**src/rtl/updown_count_ctrl.sv**
```systemverilog
// Command sequencer for an NDIG-digit modulo-MOD up/down counter with ripple carry/borrow.
// Latency: clear/load finish one cycle after accept; an N-step count finishes N cycles after accept (+ paused cycles).
// Backpressure: cmd_ready is high only in IDLE; commands offered in RUN/DONE are ignored, not queued.
module updown_count_ctrl #(
    parameter int MOD   = 10,
    parameter int NDIG  = 2,
    parameter int STEPW = 8
) (
    input  logic                clk,
    input  logic                clr,
    input  logic                cmd_valid,
    output logic                cmd_ready,
    input  logic [1:0]          cmd_op,
    input  logic [4*NDIG-1:0]   cmd_data,
    input  logic [STEPW-1:0]    cmd_steps,
    input  logic                pause,
    output logic [4*NDIG-1:0]   q,
    output logic                busy,
    output logic                done,
    output logic                wrap,
    output logic [STEPW-1:0]    steps_left
);

    localparam int          QW   = 4 * NDIG;
    localparam logic [3:0]  DMAX = 4'(MOD - 1);
    localparam logic [4:0]  MOD5 = 5'(MOD);

    localparam logic [1:0]  OP_CLR  = 2'b00;
    localparam logic [1:0]  OP_LOAD = 2'b01;

    typedef enum logic [1:0] {
        ST_IDLE = 2'b00,
        ST_RUN  = 2'b01,
        ST_DONE = 2'b10
    } state_t;

    state_t             state_q, state_d;
    logic [QW-1:0]      q_q, q_d;
    logic               up_q, up_d;
    logic [STEPW-1:0]   steps_left_q, steps_left_d;
    logic               wrap_q, wrap_d;

    logic [QW-1:0]      load_val;
    logic [QW-1:0]      step_val;
    logic               step_carry;

    // Load value with every out-of-range digit clamped to MOD-1.
    always_comb begin : load_clamp
        load_val = '0;
        for (int i = 0; i < NDIG; i++) begin
            if ({1'b0, cmd_data[4*i +: 4]} >= MOD5) begin
                load_val[4*i +: 4] = DMAX;
            end else begin
                load_val[4*i +: 4] = cmd_data[4*i +: 4];
            end
        end
    end

    // One count step in the latched direction; carry/borrow ripples from digit 0 upward.
    always_comb begin : step_datapath
        logic       c;
        logic [3:0] d;
        c        = 1'b1;
        d        = 4'd0;
        step_val = q_q;
        for (int i = 0; i < NDIG; i++) begin
            d = q_q[4*i +: 4];
            if (c) begin
                if (up_q) begin
                    if (d == DMAX) begin
                        d = 4'd0;
                    end else begin
                        d = d + 4'd1;
                        c = 1'b0;
                    end
                end else begin
                    if (d == 4'd0) begin
                        d = DMAX;
                    end else begin
                        d = d - 4'd1;
                        c = 1'b0;
                    end
                end
            end
            step_val[4*i +: 4] = d;
        end
        // Carry/borrow surviving past the top digit means the whole counter wrapped.
        step_carry = c;
    end

    // Next-state logic: command accept in IDLE, stepping in RUN, single-cycle DONE.
    always_comb begin : next_state
        state_d      = state_q;
        q_d          = q_q;
        up_d         = up_q;
        steps_left_d = steps_left_q;
        wrap_d       = wrap_q;
        case (state_q)
            ST_IDLE: begin
                if (cmd_valid) begin
                    wrap_d = 1'b0;
                    if (cmd_op == OP_CLR) begin
                        q_d          = '0;
                        steps_left_d = '0;
                        state_d      = ST_DONE;
                    end else if (cmd_op == OP_LOAD) begin
                        q_d          = load_val;
                        steps_left_d = '0;
                        state_d      = ST_DONE;
                    end else begin
                        // op[0] low selects up, high selects down.
                        up_d         = ~cmd_op[0];
                        steps_left_d = cmd_steps;
                        state_d      = (cmd_steps == '0) ? ST_DONE : ST_RUN;
                    end
                end
            end
            ST_RUN: begin
                if (!pause) begin
                    q_d          = step_val;
                    steps_left_d = steps_left_q - STEPW'(1);
                    if (step_carry) begin
                        wrap_d = 1'b1;
                    end
                    if (steps_left_q == STEPW'(1)) begin
                        state_d = ST_DONE;
                    end
                end
            end
            ST_DONE: begin
                state_d = ST_IDLE;
            end
            default: begin
                state_d = ST_IDLE;
            end
        endcase
    end

    // State registers; clr clears everything immediately, even mid-count.
    always_ff @(posedge clk or negedge clr) begin
        if (!clr) begin
            state_q      <= ST_IDLE;
            q_q          <= '0;
            up_q         <= 1'b1;
            steps_left_q <= '0;
            wrap_q       <= 1'b0;
        end else begin
            state_q      <= state_d;
            q_q          <= q_d;
            up_q         <= up_d;
            steps_left_q <= steps_left_d;
            wrap_q       <= wrap_d;
        end
    end

    assign cmd_ready  = (state_q == ST_IDLE);
    assign busy       = (state_q != ST_IDLE);
    assign done       = (state_q == ST_DONE);
    assign q          = q_q;
    assign wrap       = wrap_q;
    assign steps_left = steps_left_q;

endmodule

```
**config.mk**
```make
export PLATFORM = sky130hd
export DESIGN_NAME = updown_count_ctrl
export DESIGN_NICKNAME = d
export VERILOG_FILES = /design/src/rtl/updown_count_ctrl.sv
export SDC_FILE = /design/constraint.sdc
export NUM_CORES = 1
export LEC_CHECK = 0
export ABC_CLOCK_PERIOD_IN_PS = 1950
export CAP_MARGIN = 20
export CORE_UTILIZATION = 45
export CTS_BUF_LIST = sky130_fd_sc_hd__clkbuf_8
export CTS_CLUSTER_SIZE = 12
export DETAILED_ROUTE_END_ITERATION = 6
export PLACE_DENSITY_LB_ADDON = 0.2
export SYNTH_ARGS = -nofsm -noshare
export SYNTH_HDL_FRONTEND = slang
export SYNTH_SLANG_ARGS = --single-unit
```
**constraint.sdc**
```tcl
create_clock -name clk -period 1.95 [get_ports clk]
set_clock_uncertainty 0.2 [all_clocks]
set_input_delay 0.195 -clock clk [delete_from_list [all_inputs] [get_ports clk]]
set_output_delay 0.195 -clock clk [all_outputs]
set_load 0.05 [all_outputs]
```
# Word level (Yosys, flattened, before mapping)
# Cells that the tools add are included.
[op_classes]
n_addsub = 5
reduce_logical = 13
bitwise = 3
magnitude_cmp = 2
n_eq_ne = 12
mux = 37
[op_table]
columns = ["op", "count"]
rows = [
  ["$mux 8", 8],
  ["$mux 4", 9],
  ["$pmux 8 s2", 2],
  ["$mux 2", 6],
  ["$reduce_and 4->1", 3],
  ["$mux 1", 10],
  ["$add 4x1->4 const B", 2],
  ["$eq 4x4->1 const B", 2],
  ["$eq 8x1->1 const B", 1],
  ["$ge 4x4->1 const B", 2],
  ["$logic_not 4->1", 2],
  ["$logic_not 8->1", 1],
  ["$ne 2x2->1 const B", 4],
  ["$sub 4x1->4 const B", 2],
  ["$sub 8x1->8 const B", 1],
  ["$reduce_and 3->1", 2],
  ["$reduce_and 5->1", 1],
  ["$eq 2x1->1 const B", 2],
  ["$logic_not 2->1", 2],
  ["$pmux 2 s2", 1],
  ["$reduce_bool 2->1", 2],
  ["$ne 3x1->1 const B", 1],
  ["$not 1->1", 3],
  ["$eq 2x2->1 const B", 1],
  ["2 further kinds", 2],
]
[word_totals]
elab_cells = 78
inputBits = 22
out_inout_bits = 20
register_bits = 20

# Logic depth before layout (Yosys ltp)
[logic_depth]
word_depth = 7
ltp_mapped = 7
mapped_depth_nobuf = 7

# Worst setup path before layout
# Ideal clock, no wire load.
[synth_timing]
kind = "register to register"
startpoint = "reg state_q[0]"
endpoint = "reg q_q[5] (netlist: q[5])"
period_less_slack_ns = 2.368
t_required_ns = 1.622
setup_time_ns = 0.128
slack_ns = -0.418
path_buffers = 1
path_stages_with_launch = 7
arrival_time_ns = 2.040
path_cell_list = "dfrtp_1 > buf_6 > nor2_1 > nand2_1 > o41ai_4 > nand2_2 > mux2_1"
[synth_via]
elab_chain_len = 3
word_cells_on_any_way = 9
classes_between = "eq/ne (5); mux (1); reduce/logical (3)"
[synth_rtl]
columns = ["item", "line_no", "source"]
rows = [
  ["start: declaration", "37", "state_t state_q, state_d;"],
  ["start signal: assignment", "148", "state_q <= state_d;"],
  ["$logic_not 2->1 *", "-", ""],
  ["via cmd_ready", "12", "output logic cmd_ready,"],
  ["$ne 3x1->1 (no line), or another cell as far along", "-", ""],
  ["$reduce_and 5->1 (no line)", "-", ""],
  ["end signal: assignment", "149", "q_q <= q_d;"],
  ["end: declaration", "38", "logic [QW-1:0] q_q, q_d;"],
]
# The timed path passes the listed nets; every way through them passes the cells marked *.
# A chain may end at the register's enable or synchronous reset.

# Worst setup path after layout
[layout_timing]
startpoint = "in pause"
endpoint = "reg q_q[4] (netlist: q[4])"
[layout_via]
elab_chain_len = 2
[layout_rtl]
columns = ["item", "line_no", "source"]
rows = [
  ["start: declaration", "16", "input logic pause,"],
  ["$ne 2x2->1 (no line)", "-", ""],
  ["$reduce_and 5->1 (no line)", "-", ""],
]
# Every way passes these cells.

==> flow_metrics.tcl <==
set metrics [dict create \
    insertion_delay_ns 0.26 \
    wl_per_cell_um 15.4 \
    power.share.clock_pct 7.8 \
    antenna_found_initial 0 \
    rr_startpoint "state_q[0]$_DFFE_PN0P_" \
    ys_async_sr_fraction_pct 100 \
    hold_violations 0 \
    grt_usage_pct 26.3 \
    place_area_mm2 0.00209 \
    numCtsBuffers 3 \
    worstPathArrival_ns 1.86 \
    maxCapViolations 0 \
    p_comb_share_pct 68.7 \
    initial_core_util_pct 48.6 \
    max-clock-path-buffers 2 \
    seq_power_share_pct 23.6 \
    grt_max_degree 22 \
    ff2ff_setup_slack_ns 0.06 \
    nFillCells 269 \
    n_antenna_cell 0 \
    portBuffers 41 \
    ir_worst_vdd_mv 1.07 \
    power_leakage_nw 0.877 \
    crit_fanout 3 \
    worstMarginPinSlew_ns 0.501 \
    htree_levels 1 \
    area_delta_synth_final_pct 42.1 \
    p_int_w 0.00198 \
    layout.cells.non_filler 286 \
    cts.clk_slew.worst_paths_ns 0.08 \
    final_common_cell "buf_4" \
    drive_gt1_share_pct 21.9 \
    synth_flop_cell "dfrtp_1" \
    relSlewSlack_pct 66.5 \
    drc 0 \
    swShare_pct 52.8 \
    crit_path_end_kind "register" \
    critPathLaunchType "input port" \
    grt_pass1_vias 1646 \
    nNetsFinal 267 \
    ioPinCount 42 \
    synth_edf_count 0 \
    hp-class "in -> async" \
    max_clock_freq_ghz 0.523 \
    clkSinkCount 20 \
    maxSlewViolCount 0 \
    die_x_um 60.1 \
    avgSynthCellArea_um2 7.95 \
    grt_pass1_wl_mm 7.27 \
    mostFrequentLayoutCells "buf_4, clkdlybuf4s50_1, nor2_1" \
    p_total_w 0.00419 \
    synth_nets 215 \
    die_h_um 60.1 \
    synth_cell_types 46 \
    place_congestion 0.842 \
    grt_overflow_total 0 \
    cts_setup_buffers 0 \
    wirelength_mm 4.40 \
    dp.cells 282 \
    ant_nets 0 \
    initialDrtViolationCount 163 \
    vias 1680 \
    min_period_ns 1.91 \
    cts_tree "done" \
    status "completed" \
    coreArea_mm2 0.00313 \
    reg2reg_depth 5 \
    power_density_mw_per_mm2 1940 \
    fin_crit_sh_pct 98.0 \
    synth-seq-cells 20 \
    cts_root_buf "clkbuf_8" \
    setup_viol 0 \
    synthCells 191 \
    viasPerCell 5.87 \
    power_switching_w 0.00221 \
    required_ns 1.90 \
    rows 20 \
    fin_area_mm2 0.00216 \
    synth-seq-area-share_pct 33.0 \
    syn_area_mm2 0.00152 \
    drtPass1Iterations 4 \
    reg2reg_to "q[4]$_DFFE_PN0P_" \
    critical_path_class "in -> reg" \
    die-area_mm2 0.00361 \
    yosysWarnings 0 \
    dp_hpwl_mm 3.27 \
]
[worst max-delay path by stage]
stage                         startpoint                     end  slack, ns  cells past startpoint
6_report                           pause        q[4]$_DFFE_PN0P_       0.04                      6
5_1_grt                            pause        q[6]$_DFFE_PN0P_      -0.02                      7
4_1_cts        steps_left[5]$_DFFE_PN0P_  state_q[1]$_DFFE_PN0P_       0.04                      4
3_5_place_dp                   cmd_valid        q[4]$_DFFE_PN0P_      -0.16                      6
3_3_place_gp                   cmd_valid        q[4]$_DFFE_PN0P_      -0.12                      6
2_1_floorplan           q[6]$_DFFE_PN0P_        q[5]$_DFFE_PN0P_     -0.005                      6
[per-layer routing]
| metal | part of all wire (%) | track usage [%] |
|---|---|---|
| met3 | 4.5 | 3.68 |
| met1 | 42 | 32.0 |
| met5 | 0 | 0 |
| met4 | 2.0 | 10.3 |
| met2 | 51 | 46.2 |
[Yosys cell counts, types with 2 or more instances]
library cell	count	area [µm²]
nor2_1	24	90.1
dfrtp_1	19	475
a21oi_1	17	85.1
o21ai_0	16	80.1
clkbuf_1	10	37.5
nor3_1	9	45.0
inv_1	8	30.0
a31oi_1	7	43.8
nand2_1	7	26.3
nand3_1	7	35.0
nand2b_1	6	37.5
nor4_1	6	37.5
xnor2_1	4	35.0
buf_2	3	15.0
o21a_1	3	22.5
o221ai_1	3	26.3
or3_1	3	18.8
a211o_1	2	17.5
a211oi_1	2	15.0
a221oi_1	2	17.5
a41oi_1	2	17.5
ha_1	2	25.0
mux2_1	2	22.5
nand4b_1	2	17.5
nor2b_1	2	12.5
o21bai_1	2	15.0
o2bb2ai_1	2	17.5
[power by group through the flow]
stage	clock network, W	registers [W]	logic [W]
floorplan	0	0.00138	0.00146
global placement	0	0.000959	0.00276
detailed placement	0	0.000978	0.00285
CTS	0.000328	0.000975	0.00286
global route	0.000343	0.00102	0.00309
finish	0.000326	0.000987	0.00288
[cell type report]
cell class | count | area, µm² | area share (%)
Multi-Input combinational cell | 149 | 946 | 43.8
Timing Repair Buffer | 61 | 561 | 26.0
Sequential cell | 20 | 512 | 23.7
Clock buffer | 4 | 55.1 | 2.55
Tap cell | 44 | 55.1 | 2.55
Inverter | 8 | 30.0 | 1.39
[state kept, by name, indices dropped and copies added, names as in the netlist]
name / flops
up_q: 1
q: 8
wrap: 1
steps_left: 8
state_q: 2
[metrics by stage]
| step | worst slack [ns] | TNS (ns) | hold WS [ns] | utilization, % |
|---|---|---|---|---|
| finish | 0.0397 | 0 | 0.127 | 69.0 |
| global placement | -0.122 | -0.413 | 0.327 | 66.8 |
| floorplan | -0.00490 | -0.00490 | -0.301 | - |
| detailed placement | -0.158 | -0.713 | 0.331 | 66.8 |
| global route | -0.0166 | -0.0394 | 0.133 | 69.0 |
| CTS | 0.0438 | 0 | 0.134 | 68.5 |
[what timing repair did]
item                       in CTS  in global routing
setup endpoints to repair       0                  2
resized for setup               0                  2
hold buffers                    0                  0
[logic make-up after synthesis]
| logic type | Yosys count | synth area share [%] |
|---|---|---|
| simple gates | 71 | 23.9 |
| compound gates | 70 | 31.5 |
| buf+inv | 22 | 6.18 |
| flops | 20 | 33.0 |
| xor+xnor | 4 | 2.31 |
| mux | 2 | 1.48 |
| fa+ha+maj | 2 | 1.65 |
[worst max-delay path: stages]
cell,delay [ns]
clkdlybuf4s50_1,0.48
nand2b_1,0.18
a21o_1,0.19
o41ai_4,0.36
nand2_2,0.13
mux2_1,0.32
Note: power is estimated with default switching activity, not from simulation.
